`src/rtl/mux_pkg.sv`:
```
// Shared types and constants for the mux select sequencer.
package mux_pkg;

   localparam int unsigned SEL_W  = 3;
   localparam int unsigned DATA_W = 8;

   typedef enum logic {
      ST_IDLE  = 1'b0,
      ST_SHIFT = 1'b1
   } state_e;

   // First select position of a word for the given bit order.
   function automatic logic [SEL_W-1:0] sel_first(input logic msb_first);
      return msb_first ? 3'd7 : 3'd0;
   endfunction

   // Final select position of a word for the given bit order.
   function automatic logic [SEL_W-1:0] sel_last(input logic msb_first);
      return msb_first ? 3'd0 : 3'd7;
   endfunction

endpackage

```
`src/rtl/mux_sel_sequencer_bit_timer.sv`:
```
// Loadable down-counter timing how long each select value is held.
module bit_timer #(
   parameter int unsigned            CNT_W  = 8,
   parameter logic [CNT_W-1:0]       RELOAD = '0
) (
   input  logic clk,
   input  logic rst,
   input  logic load,
   input  logic clr,
   output logic tc
);

   localparam logic [CNT_W-1:0] ONE = CNT_W'(1);

   logic [CNT_W-1:0] cnt_q, cnt_d;

   // Next count: clear wins over reload; otherwise count down and rest at zero.
   always_comb begin
      cnt_d = cnt_q;
      if (clr) begin
         cnt_d = '0;
      end else if (load) begin
         cnt_d = RELOAD;
      end else if (cnt_q != '0) begin
         cnt_d = cnt_q - ONE;
      end
   end

   // Counter register with synchronous reset.
   always_ff @(posedge clk) begin
      if (rst) begin
         cnt_q <= '0;
      end else begin
         cnt_q <= cnt_d;
      end
   end

   assign tc = (cnt_q == '0);

endmodule

```
`src/rtl/mux_sel_sequencer.sv`:
```
// Parallel-to-serial driver for an 8:1 bit-select mux: holds a word on I
// and walks S through all positions, BIT_CYCLES clocks per position.
module mux_sel_sequencer
   import mux_pkg::*;
#(
   parameter int unsigned BIT_CYCLES = 4,
   parameter int unsigned MSB_FIRST  = 0,
   parameter int unsigned CNT_W      = 8
) (
   input  logic              clk,
   input  logic              rst,
   input  logic [DATA_W-1:0] load_data,
   input  logic              load_valid,
   output logic              load_ready,
   input  logic              abort,
   output logic [DATA_W-1:0] I,
   output logic [SEL_W-1:0]  S,
   output logic              bit_valid,
   output logic              last_bit,
   output logic              busy,
   output logic              done
);

   localparam logic [SEL_W-1:0] SEL_FIRST = sel_first(MSB_FIRST != 0);
   localparam logic [SEL_W-1:0] SEL_LAST  = sel_last(MSB_FIRST != 0);
   localparam logic [SEL_W-1:0] SEL_ONE   = SEL_W'(1);
   localparam logic [CNT_W-1:0] RELOAD    = CNT_W'(BIT_CYCLES - 1);

   state_e            state_q, state_d;
   logic [DATA_W-1:0] i_q, i_d;
   logic [SEL_W-1:0]  s_q, s_d, s_step;
   logic              bit_valid_q, bit_valid_d;
   logic              last_bit_q, last_bit_d;
   logic              busy_q, busy_d;
   logic              done_q, done_d;
   logic              timer_load, timer_clr, tc;

   bit_timer #(
      .CNT_W  (CNT_W),
      .RELOAD (RELOAD)
   ) u_bit_timer (
      .clk  (clk),
      .rst  (rst),
      .load (timer_load),
      .clr  (timer_clr),
      .tc   (tc)
   );

   assign load_ready = (state_q == ST_IDLE) & ~rst;

   // Next-state and next-output logic for the IDLE/SHIFT sequencer.
   always_comb begin
      state_d     = state_q;
      i_d         = i_q;
      s_d         = s_q;
      bit_valid_d = bit_valid_q;
      last_bit_d  = last_bit_q;
      busy_d      = busy_q;
      done_d      = 1'b0;
      timer_load  = 1'b0;
      timer_clr   = 1'b0;
      s_step      = (MSB_FIRST != 0) ? (s_q - SEL_ONE) : (s_q + SEL_ONE);

      case (state_q)
         ST_IDLE: begin
            // abort is ignored here, so a coincident load is still taken
            if (load_valid && load_ready) begin
               state_d     = ST_SHIFT;
               i_d         = load_data;
               s_d         = SEL_FIRST;
               bit_valid_d = 1'b1;
               last_bit_d  = (SEL_FIRST == SEL_LAST);
               busy_d      = 1'b1;
               timer_load  = 1'b1;
            end
         end
         ST_SHIFT: begin
            if (abort) begin
               state_d     = ST_IDLE;
               s_d         = '0;
               bit_valid_d = 1'b0;
               last_bit_d  = 1'b0;
               busy_d      = 1'b0;
               timer_clr   = 1'b1;
            end else if (tc) begin
               if (s_q == SEL_LAST) begin
                  state_d     = ST_IDLE;
                  s_d         = '0;
                  bit_valid_d = 1'b0;
                  last_bit_d  = 1'b0;
                  busy_d      = 1'b0;
                  done_d      = 1'b1;
                  timer_clr   = 1'b1;
               end else begin
                  s_d        = s_step;
                  last_bit_d = (s_step == SEL_LAST);
                  timer_load = 1'b1;
               end
            end
         end
         default: begin
            state_d = ST_IDLE;
         end
      endcase
   end

   // State and registered outputs, synchronous reset.
   always_ff @(posedge clk) begin
      if (rst) begin
         state_q     <= ST_IDLE;
         i_q         <= '0;
         s_q         <= '0;
         bit_valid_q <= 1'b0;
         last_bit_q  <= 1'b0;
         busy_q      <= 1'b0;
         done_q      <= 1'b0;
      end else begin
         state_q     <= state_d;
         i_q         <= i_d;
         s_q         <= s_d;
         bit_valid_q <= bit_valid_d;
         last_bit_q  <= last_bit_d;
         busy_q      <= busy_d;
         done_q      <= done_d;
      end
   end

   assign I         = i_q;
   assign S         = s_q;
   assign bit_valid = bit_valid_q;
   assign last_bit  = last_bit_q;
   assign busy      = busy_q;
   assign done      = done_q;

endmodule

```
`config.mk`:
```
export PLATFORM = sky130hd
export DESIGN_NAME = mux_sel_sequencer
export DESIGN_NICKNAME = d
export VERILOG_FILES = /design/src/rtl/mux_pkg.sv /design/src/rtl/mux_sel_sequencer_bit_timer.sv /design/src/rtl/mux_sel_sequencer.sv
export SDC_FILE = /design/constraint.sdc
export NUM_CORES = 1
export LEC_CHECK = 0
export BUFFER_PORTS_ARGS = -buffer_cell sky130_fd_sc_hd__buf_2
export CAP_MARGIN = 15
export CORE_MARGIN = 2
export CORE_UTILIZATION = 32
export DETAILED_ROUTE_END_ITERATION = 7
export PLACE_DENSITY_LB_ADDON = 0.1
export SLEW_MARGIN = 5
export SYNTH_ARGS = -nofsm -noshare
export SYNTH_HDL_FRONTEND = slang
export SYNTH_SLANG_ARGS = --single-unit
```
`constraint.sdc`:
```
create_clock -name clk -period 5.2 [get_ports clk]
set_clock_uncertainty 0.1 [all_clocks]
set_input_delay 0.26 -clock clk [delete_from_list [all_inputs] [get_ports clk]]
set_output_delay 0.26 -clock clk [all_outputs]
set_load 0.005 [all_outputs]
```
# Word-level counts from Yosys, hierarchy flattened
# Cells that the tools add are included.
# word_totals
ff_bits,23
in_bits,12
word_cells,57
# op_classes
n_addsub,2
eq_ne,5
muxes,29
bitwise_logic,3
reduce_logical,10
# op_table
op,n
$mux W1,18
$mux W3,4
$logic_not A8 Y1,1
$pmux W1 S2,4
$reduce_bool A8 Y1,1
$sub A8 B1 Y8 const B,1
$eq A3 B3 Y1 const B,2
$ne A3 B2 Y1 const B,2
$pmux W3 S2,1
$reduce_or A3 Y1,2
$mux W2,2
$reduce_and A2 Y1,2
$add A3 B1 Y3 const B,1
$reduce_and A3 Y1,1
$ne A2 B1 Y1 const B,1
$not A1 Y1,2
$reduce_bool A2 Y1,1
$reduce_or A2 Y1,1
$and A1 B1 Y1,1
$logic_and A1 B1 Y1,1

# Logic depth before layout (Yosys ltp)
# Gate-level depths: netlist of the first run.
# logic_depth
word_depth,6
ltp_mapped,8
mapped_depth_nobuf,6

# By module
# From an unflattened synthesis of the first run, not the netlist that was laid out.
# hier_totals
hier_cells,123
hier_area_um2,1106.1
# by_module_without_submodules
mod,n_inst,cells_each,area_each_um2,seq_area_each_um2
mux_sel_sequencer,1,80,705.7,300.3
bit_timer,1,43,400.4,160.2

# Worst setup path before layout of the first run
# No wires, ideal clock.
# synth_timing
kind,reg2reg
from,register u_bit_timer.cnt_q[0]
to,register u_bit_timer.cnt_q[3]
setup_ns,0.066
arrival_ns,1.606
path_slack_ns,3.428
stages_incl_launch_ff,9
n_path_buf,2
cell_sequence,dfxtp_1 inv_1 ha_1 nor3b_1 and2_1 buf_6 or3_4 buf_6 a21oi_2
# synth_via
elab_chain_cells,5
# synth_lines
item,line_no,text
start: declaration,mux_sel_sequencer_bit_timer.sv:15,"logic [CNT_W-1:0] cnt_q, cnt_d;"
start signal: assignment,mux_sel_sequencer_bit_timer.sv:34,cnt_q <= cnt_d;
$logic_not A8 Y1,mux_sel_sequencer_bit_timer.sv:38,assign tc = (cnt_q == '0);
"$mux W1, on equally long branches",--,
$mux W1,mux_sel_sequencer.sv:78,if (abort) begin
$pmux W1 S2 / $mux W1 (equally long branches),mux_sel_sequencer.sv:64,case (state_q)
$reduce_or A3 Y1 (no line),--,
# Parallel ways exist; a longest one is shown, timed or not.
# A chain may end at the register's enable or synchronous reset.

# Final worst setup path of the first run
# layout_timing
from,register state_q
to,register s_q[0] (netlist: S[0])
# layout_via
elab_chain_cells,5
# layout_lines
item,line_no,text
start: declaration,mux_sel_sequencer.sv:29,"state_e state_q, state_d;"
start signal: assignment,mux_sel_sequencer.sv:118,state_q <= state_d;
$not A1 Y1 (no line),--,
$and A1 B1 Y1,mux_sel_sequencer.sv:49,assign load_ready = (state_q == ST_IDLE) & ~rst;
$logic_and A1 B1 Y1,mux_sel_sequencer.sv:67,if (load_valid && load_ready) begin
$ne A2 B1 Y1 (no line),--,
$reduce_and A2 Y1 (no line),--,
end signal: assignment,mux_sel_sequencer.sv:112,s_q <= '0;
end signal: assignment,mux_sel_sequencer.sv:120,s_q <= s_d;
end: declaration,mux_sel_sequencer.sv:31,"logic [SEL_W-1:0] s_q, s_d, s_step;"
# Parallel ways exist; a longest one is shown, timed or not.

==> impl_metrics.py, run 1 <==
metrics = {
    "run_status": {
        "status": "finished clean",
    },
    "clock_tree": {
        "clk_latency_ns": 0.31,
        "cts_sinks": 23,
        "cts-root-buf": "clkbuf_4",
        "numCtsBuffers": 3,
        "ctsLongestPathBuffers": 2,
        "clk_pin_slew_ns": 0.13,
        "cts_tree": "yes",
        "htreeDepth": 1,
    },
    "synthesis": {
        "synth-warning-count": 0,
        "synth_top_area_cell": "dfxtp_1",
        "synth_top_flop_cell": "dfxtp_1",
        "yosys.area_share.adder_pct": 5.70,
        "synth_compound_area_share_pct": 11.6,
        "yosysSeqAreaShare_pct": 42.0,
        "synth.most_common_cell": "dfxtp_1",
        "yosys.area_share.simple_pct": 29.8,
        "synth_seq_cells": 23,
        "ys_async_sr_fraction_pct": 0,
        "ys_top_cells_by_area": "dfxtp_1 42%, ha_1 5.7%, nand2b_1 5.7%",
        "syn_area_per_cell_um2": 8.99,
        "syn_inst": 122,
        "synth_top_area_share_pct": 42.0,
        "synth_cell_types": 35,
        "synth_edf_count": 0,
        "synthesis.nets": 139,
        "synthXorXnorAreaFrac_pct": 3.99,
        "syn-cell-area_um2": 1100,
        "synth.area.mux_share_pct": 2.05,
        "synth_top_family_by_area": "simple AND/OR/NAND/NOR gates",
        "synth_common_cells": "23 x dfxtp_1, 13 x nor2_1, 12 x nand2_1",
    },
    "global_route": {
        "grt_max_degree": 19,
        "grt_first_pass_wirelength_mm": 3.59,
        "antenna_found_initial": 0,
        "grt_pass1_vias": 791,
        "grt_remaining_overflow": 0,
        "track_usage_pct": 11.4,
    },
    "die": {
        "row_count": 21,
        "core_um2": 3310,
        "die_w_um": 62.6,
        "dieArea_um2": 3910,
        "start_util_pct": 33.1,
        "ios": 28,
        "die_height_um": 62.6,
    },
    "layout": {
        "layoutNonFillerInstCount": 194,
        "finalNetCount": 166,
        "drive_above_1_share_pct": 31.8,
        "antenna_cells": 0,
        "fin_util_pct": 38.9,
        "area_growth_pct": 17.3,
        "fin_area_um2": 1290,
    },
    "place": {
        "portBuffers": 27,
        "routabilityCongestion": 0.752,
        "placed_area_um2": 1250,
        "pre_cts_ws_ns": 3.14,
        "dp.cells": 189,
        "dpl.hpwl_mm": 1.55,
    },
    "pwr": {
        "powerDensity_nw_per_um2": 438,
        "peakVddDrop_uv": 150,
        "fin_total_pwr_mw": 0.564,
        "leakage_nw": 0.557,
    },
    "routing": {
        "ant_nets": 0,
        "drt_wl_total_mm": 2.04,
        "wl_per_cell_um": 10.5,
        "firstDrtPassIters": 4,
        "vias": 859,
        "vias_per_cell": 4.43,
        "drc_errors": 0,
        "drt_iter0_drc": 22,
    },
    "setup_path": {
        "arrival_ns": 2.17,
        "worstSetupPathType": "flip-flop to flip-flop",
        "critPathLaunchType": "flip-flop",
        "crit_fanout": 18,
        "crit_path_end_kind": "flip-flop",
        "crit_required_ns": 5.36,
    },
    "sta": {
        "fin_crit_sh_pct": 38.7,
        "drv_slew": 0,
        "worstMarginPinSlew_ns": 0.919,
        "fin_ws_ns": 3.19,
        "hold_viol": 0,
        "relSlewSlack_pct": 38.5,
        "setup_viol_count_final": 0,
        "whs_ns": 0.0301,
        "rsz0062_at_grt": "false",
        "setup-tns-final_ns": 0,
        "fmax_mhz": 496,
        "fin_crit_ns": 2.01,
    },
    "job": {
        "maxCapViolCount": 0,
    },
    "worst_hold_path": {
        "hold_class": "primary input to flip-flop",
    },
}
==> worst paths after layout <==
path,slack [ns],start,depth (start not counted),endpoint
max reg2reg,3.19,state_q,4,S[0]
min,0.03,load_data[3],3,I[3]
max,3.19,state_q,4,S[0]
min reg2reg,0.38,I[2],2,I[2]
==> worst max-delay path, stage by stage, from the launching register on <==
cell and delay, ns:
dfxtp_1 0.43, nor3b_2 0.80, nor2_1 0.15, or3_1 0.34, a21oi_1 0.14
==> timing repair <==
item,4_1_cts,5_1_grt
hold buffers,0,1
endpoints found under the setup margin,0,0
gates resized for setup,0,0
setup buffers,0,0
hold endpoints to repair,0,1
==> metal layers <==
| layer | up-vias | share of wire (%) | global-route usage [%] | wire length, µm |
|---|---|---|---|---|
| li1 | 458 | - | - | - |
| met2 | 16 | 46 | 18.3 | 940 |
| met3 | 2 | 4.7 | 4.50 | 97 |
| met4 | 0 | 0.83 | 2.50 | 17 |
| met1 | 383 | 48 | 14.6 | 989 |
| met5 | - | 0 | 0 | 0 |
==> kinds of logic (layout without fill, tap and decap cells) <==
| logic type | after synthesis | after routing |
|---|---|---|
| mux | 2 | 2 |
| buf+inv | 9 | 35 |
| compound gates | 22 | 22 |
| simple gates | 56 | 56 |
| flops | 23 | 23 |
| xor+xnor | 5 | 5 |
| fa+ha+maj | 5 | 5 |
==> cell type report <==
cell class | instances | area, µm²
clock buffer | 3 | 22.5
multi-input combinational | 90 | 583
fill | 360 | 2020
clock inverter | 1 | 7.51
inverter | 3 | 11.3
timing repair buffer | 28 | 145
tap | 46 | 57.6
sequential | 23 | 460
==> report_power, final <==
part / internal [mW] / total, mW / switching (mW)
Sequential: 0.207 / 0.239 / 0.0327
Clock: 0.0293 / 0.0825 / 0.0532
Combinational: 0.117 / 0.242 / 0.125
Total: 0.353 / 0.564 / 0.211
==> registers in the layout, summed over array words and instances (netlist names) <==
register,count
busy,1
u_bit_timer.cnt_q,8
done,1
S,3
state_q,1
last_bit,1
I,8
==> layout by cell type (no fill, tap or decap) <==
master	netlist	layout
and3_2	1	1
nor2_2	4	4
dlygate4sd3_1	0	1
or3_4	1	1
or3b_2	1	1
nor2b_1	2	2
o21ai_0	10	10
or4_4	1	1
mux2_2	2	2
nor4_2	2	2
clkbuf_4	0	3
xor2_1	2	2
nand3_1	1	1
nor3b_2	1	1
o21a_1	1	1
ha_1	5	5
a21oi_2	2	2
clkinvlp_4	0	1
o31ai_1	1	1
o21ai_1	2	2
nand2b_1	10	10
dfxtp_1	23	23
o22a_1	1	1
a31oi_1	1	1
and2_1	1	1
nor3_1	1	1
or3_1	1	1
buf_2	1	27
nor2_4	1	1
nor2_1	13	13
nor3b_1	3	3
nand2_1	12	12
a21oi_1	4	4
inv_1	3	3
xnor2_1	3	3
Power figures use the tool's default switching activity.
==> run 2: changes to the inputs <==
==> constraint.sdc (replaced) <==
create_clock -name clk -period 2 [get_ports clk]
set_clock_uncertainty 0.1 [all_clocks]
set_input_delay 0.1 -clock clk [delete_from_list [all_inputs] [get_ports clk]]
set_output_delay 0.1 -clock clk [all_outputs]
set_load 0.005 [all_outputs]
==> impl_metrics.py, run 2 (same netlist as run 1, synthesis figures left out) <==
metrics = {
    "global_route": {
        "grt_first_pass_wirelength_mm": 3.64,
        "grt_max_degree": 18,
        "grt_remaining_overflow": 0,
        "grt_pass1_vias": 852,
        "antenna_found_initial": 0,
        "track_usage_pct": 11.7,
    },
    "clock_tree": {
        "clk_pin_slew_ns": 0.13,
        "ctsHoldBuffers": 9,
        "ctsLongestPathBuffers": 2,
        "htreeDepth": 1,
        "cts-root-buf": "clkbuf_4",
        "numCtsBuffers": 3,
        "cts_sinks": 23,
        "cts_setup_buffers": 0,
        "ctsResizeCount": 0,
        "cts_tree": "yes",
        "clk_latency_ns": 0.32,
    },
    "worst_hold_path": {
        "hold_class": "primary input to flip-flop",
    },
    "sta": {
        "setup_viol_count_final": 0,
        "fin_crit_ns": 1.77,
        "hold_viol": 0,
        "rsz0062_at_grt": "false",
        "worstMarginPinSlew_ns": 0.322,
        "drv_slew": 0,
        "setup-tns-final_ns": 0,
        "relSlewSlack_pct": 78.3,
        "fmax_mhz": 564,
        "fin_crit_sh_pct": 88.6,
    },
    "place": {
        "dp.cells": 193,
        "routabilityCongestion": 0.776,
        "portBuffers": 27,
        "dpl.hpwl_mm": 1.61,
    },
    "setup_path": {
        "worstSetupPathType": "flip-flop to flip-flop",
        "crit_fanout": 6,
        "crit_path_end_kind": "flip-flop",
        "crit_required_ns": 2.16,
        "critPathLaunchType": "flip-flop",
        "arrival_ns": 1.93,
    },
    "routing": {
        "wl_per_cell_um": 10.4,
        "drt_iter0_drc": 19,
        "vias_per_cell": 4.48,
        "vias": 923,
        "firstDrtPassIters": 3,
        "drc_errors": 0,
        "ant_nets": 0,
        "drt_wl_total_mm": 2.15,
    },
    "die": {
        "die_w_um": 62.6,
        "row_count": 21,
        "ios": 28,
        "start_util_pct": 33.1,
        "core_um2": 3310,
        "dieArea_um2": 3910,
        "die_height_um": 62.6,
    },
    "pwr": {
        "peakVddDrop_uv": 338,
        "leakage_nw": 0.614,
        "fin_total_pwr_mw": 1.54,
        "powerDensity_nw_per_um2": 1110,
    },
    "layout": {
        "finalNetCount": 178,
        "multi_input_area_um2": 583,
        "final_common_cell": "buf_2",
        "nFillCells": 345,
        "area_growth_pct": 27.1,
        "layoutNonFillerInstCount": 206,
        "antenna_cells": 0,
        "register_area_um2": 460,
        "drive_above_1_share_pct": 31.9,
        "layout_common_cells": "27 x buf_2, 23 x dfxtp_1, 13 x nor2_1",
    },
    "run_status": {
        "status": "finished clean",
    },
    "job": {
        "maxCapViolCount": 0,
    },
}
run 2: cell types whose count changed in the layout (fill, tap and decap cells not counted):
cell / delta
buf_4: +4
clkinv_2: +1
clkinvlp_4: -1
dlygate4sd3_1: +8
run 2: stage by stage:
step	instance area, µm²	utilization [%]	hold slack [ns]	setup slack [ns]
2_1_floorplan	1100	-	0.109	0.228
3_3_place_gp	1280	38.6	0.194	0.297
3_5_place_dp	1280	38.6	0.199	0.249
4_1_cts	1400	42.1	0.00758	0.209
5_1_grt	1400	42.1	0.0376	0.110
6_report	1400	42.1	0.0182	0.227
run 2: final timing paths:
kind / startpoint / end / slack, ns / cells after the start
worst min-delay path: abort / S[2] / 0.02 / 4
worst max register to register: u_bit_timer.cnt_q[0] / u_bit_timer.cnt_q[2] / 0.23 / 6
worst min register to register: I[2] / I[2] / 0.38 / 2
worst max-delay path: u_bit_timer.cnt_q[0] / u_bit_timer.cnt_q[2] / 0.23 / 6
run 2: where the power goes:
part           switching (mW)  internal (mW)
registers              0.0819          0.537
logic                   0.343          0.361
clock network           0.144         0.0748
total                   0.569          0.973
run 2: final cells by class:
type	count	share of cell area [%]
Timing Repair Buffer	40	18.3
Inverter	3	0.807
Sequential cell	23	33.0
Clock inverter	1	0.359
Tap cell	46	4.13
Multi-Input combinational cell	90	41.8
Clock buffer	3	1.61
run 2: critical path, cell delays in order, from the launching register on:
cell,delay (ns)
dfxtp_1,0.41
inv_1,0.08
ha_1,0.19
nor3b_1,0.14
and2_1,0.23
or3_4,0.45
nor2_2,0.12
run 2: per-layer routing:
| layer | GRT usage, % | wire, µm | vias up |
|---|---|---|---|
| met5 | 0 | 0 | - |
| met4 | 5.00 | 34 | 0 |
| met3 | 2.70 | 77 | 4 |
| met2 | 19.4 | 961 | 16 |
| met1 | 14.4 | 1070 | 420 |
| li1 | - | - | 483 |
==> run 3: changes to the inputs <==
--- a/config.mk
+++ b/config.mk
@@ -10,6 +10,7 @@
 export CORE_MARGIN = 2
 export CORE_UTILIZATION = 32
 export DETAILED_ROUTE_END_ITERATION = 7
+export HOLD_SLACK_MARGIN = 0.1
 export PLACE_DENSITY_LB_ADDON = 0.1
 export SLEW_MARGIN = 5
 export SYNTH_ARGS = -nofsm -noshare
==> impl_metrics.py, run 3 (same netlist as run 1, synthesis figures left out) <==
metrics = {
    "pwr": {
        "power_frac_comb_pct": 45.7,
        "powerDensity_nw_per_um2": 1100,
        "p_sw_share_pct": 36.9,
        "pwr-share-clk_pct": 14.2,
        "p_int_mw": 0.975,
        "fin_total_pwr_mw": 1.54,
        "seq_power_share_pct": 40.1,
        "peakVddDrop_uv": 338,
        "p_switching_mw": 0.569,
        "leakage_nw": 0.618,
    },
    "routing": {
        "wl_per_cell_um": 10.4,
        "drt_wl_total_mm": 2.15,
        "drt_iter0_drc": 19,
        "firstDrtPassIters": 4,
        "vias": 928,
        "vias_per_cell": 4.48,
        "ant_nets": 0,
        "drc_errors": 0,
    },
    "sta": {
        "fin_crit_ns": 1.77,
        "rsz0062_at_grt": "false",
        "drv_slew": 0,
        "relSlewSlack_pct": 78.3,
        "hold_viol": 0,
        "fin_ws_ns": 0.227,
        "worstMarginPinSlew_ns": 0.322,
        "fmax_mhz": 564,
        "whs_ns": 0.172,
        "setup-tns-final_ns": 0,
        "fin_crit_sh_pct": 88.6,
        "setup_viol_count_final": 0,
    },
    "place": {
        "placed_area_um2": 1280,
        "routabilityCongestion": 0.776,
        "dp.cells": 193,
        "pre_cts_ws_ns": 0.249,
        "portBuffers": 27,
        "dpl.hpwl_mm": 1.61,
    },
    "global_route": {
        "grt_max_degree": 18,
        "antenna_found_initial": 0,
        "grt_first_pass_wirelength_mm": 3.64,
        "grt_pass1_vias": 854,
        "track_usage_pct": 11.7,
        "grt_remaining_overflow": 0,
    },
    "setup_path": {
        "crit_path_end_kind": "flip-flop",
        "path_buf_inv": 1,
        "crit_family": "simple AND/OR/NAND/NOR gates",
        "crit_required_ns": 2.16,
        "arrival_ns": 1.93,
        "critPathLaunchType": "flip-flop",
        "worstSetupPathType": "flip-flop to flip-flop",
        "cp_cell_sequence": "inv_1, ha_1, nor3b_1, and2_1, or3_4, nor2_2",
        "slowest_stage": "or3_4",
        "crit_fanout": 6,
        "cp_slowest_stage_delay_ns": 0.45,
    },
    "layout": {
        "drive_above_1_share_pct": 31.7,
        "antenna_cells": 0,
        "fin_util_pct": 42.4,
        "finalNetCount": 179,
        "final_common_cell": "buf_2",
        "layout_common_cells": "27 x buf_2, 23 x dfxtp_1, 13 x nor2_1",
        "nFillCells": 345,
        "layoutNonFillerInstCount": 207,
        "fin_area_um2": 1410,
        "area_growth_pct": 28.1,
    },
    "clock_tree": {
        "ctsLongestPathBuffers": 2,
        "cts-root-buf": "clkbuf_4",
        "clk_pin_slew_ns": 0.13,
        "cts_sinks": 23,
        "htreeDepth": 1,
        "numCtsBuffers": 3,
        "ctsResizeCount": 0,
        "cts_tree": "yes",
        "clk_latency_ns": 0.32,
    },
    "die": {
        "dieArea_um2": 3910,
        "die_height_um": 62.6,
        "core_um2": 3310,
        "row_count": 21,
        "ios": 28,
        "start_util_pct": 33.1,
        "die_w_um": 62.6,
    },
    "run_status": {
        "status": "finished clean",
    },
    "worst_hold_path": {
        "hold_class": "primary input to flip-flop",
    },
    "job": {
        "maxCapViolCount": 0,
    },
}
[run 3: cell types whose count changed in the layout (fill, tap and decap cells not counted)]
cell	before	now
dlygate4sd3_1	9	10
[run 3: area by class of cell]
class	instances	area [µm²]	share of cell area (%)
clock buffer	3	22.5	1.60
clock inverter	1	5.00	0.356
inverter	3	11.3	0.801
multi-input combinational	90	583	41.5
sequential	23	460	32.8
tap	46	57.6	4.10
timing repair buffer	41	265	18.9
[run 3: what timing repair did]
action | 4_1_cts | 5_1_grt
hold buffers | 10 | 0
endpoints found under the hold margin | 16 | 0
buffers inserted | 0 | 0
setup endpoints to repair | 0 | 0
[run 3: path summary, 6_finish.rpt]
| check | from | endpoint | slack [ns] | cells past startpoint |
|---|---|---|---|---|
| worst max-delay path | u_bit_timer.cnt_q[0] | u_bit_timer.cnt_q[2] | 0.23 | 6 |
| worst min-delay path | rst | S[2] | 0.17 | 4 |
| worst max register to register | u_bit_timer.cnt_q[0] | u_bit_timer.cnt_q[2] | 0.23 | 6 |
| worst min register to register | I[2] | I[2] | 0.38 | 2 |
[run 3: metal layers]
| metal | vias up | part of all wire, % | global-route usage, % |
|---|---|---|---|
| li1 | 486 | - | - |
| met1 | 422 | 50 | 14.4 |
| met2 | 16 | 45 | 19.4 |
| met3 | 4 | 3.6 | 2.70 |
| met4 | 0 | 1.6 | 5.00 |
| met5 | - | 0 | 0 |
[run 3: worst register-to-register path, stage by stage (launching register included)]
cell     delay [ns]
dfxtp_1        0.41
inv_1          0.08
ha_1           0.19
nor3b_1        0.14
and2_1         0.23
or3_4          0.45
nor2_2         0.12
[run 3: power by group through the flow]
stage               logic (mW)  clock network, mW  registers (mW)
finish                   0.706              0.218           0.619
global route             0.787              0.259           0.630
detailed placement       0.695                  0           0.630
CTS                      0.716              0.234           0.619
floorplan                0.595                  0           0.614
global placement         0.688                  0           0.627
